File: config.mk
export PLATFORM = sky130hd
export DESIGN_NAME = mynios2_cpu_oci_dct_packer_flat
export DESIGN_NICKNAME = d
export VERILOG_FILES = /design/src/rtl/mynios2_cpu_oci_dct_packer_if.sv /design/src/rtl/mynios2_cpu_oci_dct_packer.sv /design/src/flat_wrapper.sv
export SDC_FILE = /design/constraint.sdc
export NUM_CORES = 1
export LEC_CHECK = 0
export BUFFER_PORTS_ARGS = -buffer_cell sky130_fd_sc_hd__buf_2
export CAP_MARGIN = 10
export CORE_ASPECT_RATIO = 0.75
export CORE_MARGIN = 3
export CORE_UTILIZATION = 45
export DETAILED_ROUTE_END_ITERATION = 6
export GPL_ROUTABILITY_DRIVEN = 0
export PLACE_DENSITY = 0.7
export SLEW_MARGIN = 20
export SYNTH_ARGS = -nofsm -noshare
export SYNTH_HDL_FRONTEND = slang
export SYNTH_SLANG_ARGS = --single-unit
File: constraint.sdc
create_clock -name clk -period 3.4 [get_ports clk]
set_input_delay 0.34 -clock clk [delete_from_list [all_inputs] [get_ports clk]]
set_output_delay 0.34 -clock clk [all_outputs]
set_load 0.05 [all_outputs]
File: src/rtl/mynios2_cpu_oci_dct_packer_if.sv
// Handshake bundle between trace control, the DCT packer and the trace sink.
// The DUT side uses modport slave; the producer/sink side uses modport master.
interface mynios2_cpu_oci_dct_packer_if #(
  parameter int OVF_CNT_W = 8
);
  logic                 sym_valid;
  logic [1:0]           sym_data;
  logic                 sym_ready;
  logic                 flush;
  logic [29:0]          dct_buffer;
  logic [3:0]           dct_count;
  logic                 frame_valid;
  logic                 frame_ready;
  logic [33:0]          frame_data;
  logic [OVF_CNT_W-1:0] ovf_count;

  modport slave (
    input  sym_valid, sym_data, flush, frame_ready,
    output sym_ready, dct_buffer, dct_count, frame_valid, frame_data, ovf_count
  );

  modport master (
    output sym_valid, sym_data, flush, frame_ready,
    input  sym_ready, dct_buffer, dct_count, frame_valid, frame_data, ovf_count
  );
endinterface

File: src/rtl/mynios2_cpu_oci_dct_packer.sv
// Packs 2-bit DCT trace symbols into 30-bit frames behind a one-entry output register.
// Optional drop mode: define MYNIOS2_CPU_OCI_DCT_DROP_EN (sym_ready tied high, overflow counted).
module mynios2_cpu_oci_dct_packer #(
  parameter int MAX_SYMS  = 15,
  parameter int OVF_CNT_W = 8
) (
  input  logic                          clk,
  input  logic                          reset_n,
  mynios2_cpu_oci_dct_packer_if.slave   bus
);

  localparam logic [3:0] C_MAX = 4'(MAX_SYMS);

  logic [1:0]  r_rst_sync;
  logic        w_rst_n;

  logic [29:0] r_buf;
  logic [3:0]  r_cnt;
  logic        r_fpend;
  logic        r_fv;
  logic [33:0] r_fd;

  logic        w_blocked;
  logic        w_full_hold;
  logic        w_sym_ready;
  logic        w_accept;
  logic [29:0] w_buf_acc;
  logic [3:0]  w_cnt_acc;
  logic        w_flush_req;
  logic        w_want;
  logic        w_emit;
  logic        w_carry;

  // Reset asserts immediately, releases two clk edges after reset_n rises.
  always_ff @(posedge clk or negedge reset_n) begin
    if (!reset_n) r_rst_sync <= 2'b00;
    else          r_rst_sync <= {r_rst_sync[0], 1'b1};
  end
  assign w_rst_n = r_rst_sync[1];

  assign w_blocked   = r_fv && !bus.frame_ready;
  assign w_full_hold = (r_cnt == C_MAX);

`ifdef MYNIOS2_CPU_OCI_DCT_DROP_EN
  assign w_sym_ready = 1'b1;
  // Pending-full frame leaving this cycle: the offered symbol starts the next frame.
  assign w_carry     = bus.sym_valid && w_full_hold && !w_blocked;
`else
  localparam logic [3:0] C_MAX_M1 = 4'(MAX_SYMS - 1);
  assign w_sym_ready = !((r_cnt == C_MAX_M1) && w_blocked) && !w_full_hold;
  assign w_carry     = 1'b0;
`endif

  assign w_accept    = bus.sym_valid && w_sym_ready && !w_full_hold;
  assign w_buf_acc   = w_accept ? {r_buf[27:0], bus.sym_data} : r_buf;
  assign w_cnt_acc   = r_cnt + {3'b000, w_accept};
  assign w_flush_req = bus.flush || r_fpend;
  assign w_want      = (w_cnt_acc == C_MAX) || (w_flush_req && (w_cnt_acc != 4'd0));
  assign w_emit      = w_want && !w_blocked;

  always_ff @(posedge clk or negedge w_rst_n) begin
    if (!w_rst_n) begin
      r_buf <= '0;
      r_cnt <= '0;
    end else if (w_emit) begin
      r_buf <= w_carry ? {28'd0, bus.sym_data} : 30'd0;
      r_cnt <= w_carry ? 4'd1 : 4'd0;
    end else begin
      r_buf <= w_buf_acc;
      r_cnt <= w_cnt_acc;
    end
  end

  // A flush that cannot leave yet is remembered until its frame goes out.
  always_ff @(posedge clk or negedge w_rst_n) begin
    if (!w_rst_n)                                 r_fpend <= 1'b0;
    else if (w_emit)                              r_fpend <= 1'b0;
    else if (bus.flush && (w_cnt_acc != 4'd0))    r_fpend <= 1'b1;
  end

  always_ff @(posedge clk or negedge w_rst_n) begin
    if (!w_rst_n) begin
      r_fv <= 1'b0;
      r_fd <= '0;
    end else if (w_emit) begin
      r_fv <= 1'b1;
      r_fd <= {w_cnt_acc, w_buf_acc};
    end else if (r_fv && bus.frame_ready) begin
      r_fv <= 1'b0;
    end
  end

`ifdef MYNIOS2_CPU_OCI_DCT_DROP_EN
  logic [OVF_CNT_W-1:0] r_ovf;
  logic                 w_drop;

  assign w_drop = bus.sym_valid && w_full_hold && w_blocked;

  always_ff @(posedge clk or negedge w_rst_n) begin
    if (!w_rst_n)                           r_ovf <= '0;
    else if (w_drop && (r_ovf != '1))       r_ovf <= r_ovf + 1'b1;
  end
  assign bus.ovf_count = r_ovf;
`else
  assign bus.ovf_count = '0;
`endif

  assign bus.sym_ready   = w_sym_ready;
  assign bus.dct_buffer  = r_buf;
  assign bus.dct_count   = r_cnt;
  assign bus.frame_valid = r_fv;
  assign bus.frame_data  = r_fd;

endmodule
File: src/flat_wrapper.sv
// flat-port wrapper written by rule: the top's interface ports become plain ports
module mynios2_cpu_oci_dct_packer_flat 
#(
  parameter int MAX_SYMS  = 15,
  parameter int OVF_CNT_W = 8
)
  (clk, reset_n, bus_sym_valid, bus_sym_data, bus_flush, bus_frame_ready, bus_sym_ready, bus_dct_buffer, bus_dct_count, bus_frame_valid, bus_frame_data, bus_ovf_count);
  mynios2_cpu_oci_dct_packer_if #(.OVF_CNT_W(OVF_CNT_W)) bus_i ();
  input  logic clk;
  input  logic reset_n;
  input wire logic [$bits(bus_i.sym_valid)-1:0] bus_sym_valid;
  input wire logic [$bits(bus_i.sym_data)-1:0] bus_sym_data;
  input wire logic [$bits(bus_i.flush)-1:0] bus_flush;
  input wire logic [$bits(bus_i.frame_ready)-1:0] bus_frame_ready;
  output wire logic [$bits(bus_i.sym_ready)-1:0] bus_sym_ready;
  output wire logic [$bits(bus_i.dct_buffer)-1:0] bus_dct_buffer;
  output wire logic [$bits(bus_i.dct_count)-1:0] bus_dct_count;
  output wire logic [$bits(bus_i.frame_valid)-1:0] bus_frame_valid;
  output wire logic [$bits(bus_i.frame_data)-1:0] bus_frame_data;
  output wire logic [$bits(bus_i.ovf_count)-1:0] bus_ovf_count;
  assign bus_i.sym_valid = bus_sym_valid;
  assign bus_i.sym_data = bus_sym_data;
  assign bus_i.flush = bus_flush;
  assign bus_i.frame_ready = bus_frame_ready;
  assign bus_sym_ready = bus_i.sym_ready;
  assign bus_dct_buffer = bus_i.dct_buffer;
  assign bus_dct_count = bus_i.dct_count;
  assign bus_frame_valid = bus_i.frame_valid;
  assign bus_frame_data = bus_i.frame_data;
  assign bus_ovf_count = bus_i.ovf_count;
  mynios2_cpu_oci_dct_packer #(.MAX_SYMS(MAX_SYMS), .OVF_CNT_W(OVF_CNT_W)) u_core (.clk(clk), .reset_n(reset_n), .bus(bus_i));
endmodule
==> run summary <==
Synth-to-Final Area Change -> 20.6%
IO Count -> 85
largest net degree at the start of global routing -> 42
share of cells above drive strength 1 -> 30.5%
Port Buffers -> 76
FMAX -> 345 MHz
final hold violation count -> 0
class of the worst hold path -> reg -> async
Rel. slew slack -> 64.1%
DRT antenna net count -> 0
RSZ-0062 raised after global routing -> no
Finished Layout Cells -> 429
Place WS -> 0.452 ns
Synth area leaders -> dfrtp_1, mux2i_1, inv_1
Async SR Flop Fraction -> 100%
Worst setup EP type -> flip-flop
Post-Route WL -> 6.13 mm
Initial Util -> 47.5%
Hold Slack -> 0.209 ns
slack of the critical path -> 0.502 ns
yosys warns -> 0
P_leak -> 2.06 nW
Post-synth EDFFs -> 0
reg-to-reg startpoint -> u_core.bus.dct_count[3]$_DFF_PN0_
crit path DAT -> 3.16 ns
MaxCap Viol Count -> 0
via count -> 2047
die area -> 7870 um^2
Avg Inst Size Synth -> 11.7 um^2
Vert. Die Dim -> 77.6 um
core area -> 6470 um^2
worst slew pin tran -> 0.539 ns
most common cell in the netlist -> dfrtp_1
CTS clk-pin slew, worst paths -> 0.07 ns
vias per cell -> 4.77
pwr/cell area -> 779 nW/um^2
Final Setup Violations -> 0
vias in the first global route -> 1993
clock skew after layout -> 0.00639 ns
postcts setup bufs -> 0
crit share post-route -> 85.2%
initial DRC count -> 104
critical path startpoint category -> flip-flop
post-CTS sizing -> 0
area fraction of the dominant cell type after synthesis -> 58.6%
Slew Limit Fails -> 0
post-synthesis register bit count -> 72
GRT Overall Usage -> 16.3%
Rows -> 25
CTS Buf Count -> 9
# placed instances -> 412
hold buffer count at cts -> 1
Synth area leader -> dfrtp_1
setup tns final -> 0 ns
worst setup path start -> u_core.bus.dct_count[3]$_DFF_PN0_
DRT Pass-1 Iters -> 4
drc violations -> 0
Clock Latency Late Sink -> 0.34 ns
clock root buffer -> clkbuf_8
post-DP HPWL -> 4.39 mm
H-tree Lvls -> 3
clock sinks -> 72
Required @ worst endpoint -> 3.66 ns
Synth top cells by count -> dfrtp_1, mux2i_1, inv_1, nor2_1, buf_4
initial antenna violation count -> 0
Mapped Cells -> 262
critical-path maximum fanout -> 25
VDD IR max -> 0.547 mV
Die Width -> 101 um
CTS Buffer Depth -> 2
Antenna diodes -> 0
CTS tree -> built
worst setup path class -> reg -> reg
first-pass GRT wire length -> 9.87 mm
global route total overflow -> 0
wire length per cell -> 14.3 um
Synth Cell Area -> 3080 um^2
outcome -> finished, final reports clean
clock period minus worst slack -> 2.90 ns
Power, Total -> 2.89 mW
Nets -> 352
register area share after synthesis -> 58.6%
ys flop type -> dfrtp_1
Netlist cell types -> 29
## critical path: stages, from the launching register on
cell	delay [ns]
dfrtp_2	0.45
nand3_1	0.14
o21bai_4	0.20
nand2_2	0.08
inv_1	0.05
ha_1	0.23
ha_1	0.28
nand2b_1	0.18
o41ai_2	0.27
a31oi_2	0.12
o21ai_4	0.24
buf_4	0.34
mux2i_1	0.24
## power by group
| part | internal [mW] | leakage, nW | switching [mW] | total [mW] |
|---|---|---|---|---|
| clock network | 0.283 | 0.0834 | 0.290 | 0.573 |
| registers | 0.982 | 0.976 | 0.0965 | 1.08 |
| logic | 0.354 | 1.00 | 0.884 | 1.24 |
| total | 1.62 | 2.06 | 1.27 | 2.89 |
## state kept, by name, summed over array words and instances (netlist names)
signal,flops
u_core.bus.frame_data,34
u_core.r_fpend,1
u_core.bus.frame_valid,1
u_core.bus.dct_count,4
u_core.bus.dct_buffer,30
u_core.r_rst_sync,2
## final timing paths
kind	end	slack, ns	depth (start not counted)
max	u_core.bus.frame_data[29]$_DFFE_PN0P_	0.50	12
min	u_core.bus.dct_buffer[0]$_DFF_PN0_	0.21	0
max reg2reg	u_core.bus.frame_data[29]$_DFFE_PN0P_	0.50	12
min reg2reg	u_core.bus.dct_buffer[0]$_DFF_PN0_	0.21	0
max in group asynchronous	u_core.bus.frame_data[11]$_DFFE_PN0P_	2.50	1
min in group clk	u_core.bus.dct_buffer[1]$_DFF_PN0_	0.26	3
## per-stage QoR
step                util, %  area (um^2)
finish                 57.3         3710
global route           57.3         3710
CTS                    57.3         3710
detailed placement     54.6         3530
global placement       54.6         3530
floorplan                 -         3120
## cells by family after synthesis
family | count (synthesis) | synth area share, %
flip-flops | 72 | 58.6
multiplexers | 64 | 20.9
buffers and inverters | 57 | 8.75
AND/OR/NAND/NOR | 49 | 6.39
AO/OA/AOI/OAI | 14 | 3.74
adder cells (fa/ha/maj) | 2 | 0.814
other | 2 | 0.244
XOR/XNOR | 2 | 0.570
## area by class of cell
cell class              count  area (um^2)
multi-input cells         140         1050
repair buffers             82          440
clock inverters             3         17.5
clock buffers              13          149
fillers                   569         2770
well taps                  81          101
flip-flops and latches     72         1810
inverters                  38          143
## cells in the final DEF, fill, tap and decap left out, types with 2 or more instances in the layout
cell type	count
buf_2	76
dfrtp_1	68
mux2i_1	62
inv_1	38
nor2_1	38
clkbuf_8	10
conb_1	9
nand2_1	4
buf_4	4
dfrtp_2	4
a21oi_1	3
clkbuf_1	3
nand3_1	2
nand2b_1	2
o21ai_0	2
ha_1	2
clkinv_2	2
## per-layer routing
layer	track usage (%)	vias to the layer above	wire, um
met1	22.3	982	2960
met2	22.8	70	2570
met3	7.55	9	542
met4	5.58	0	66
li1	-	986	-
met5	0	-	0
Power figures use the tool's default switching activity.
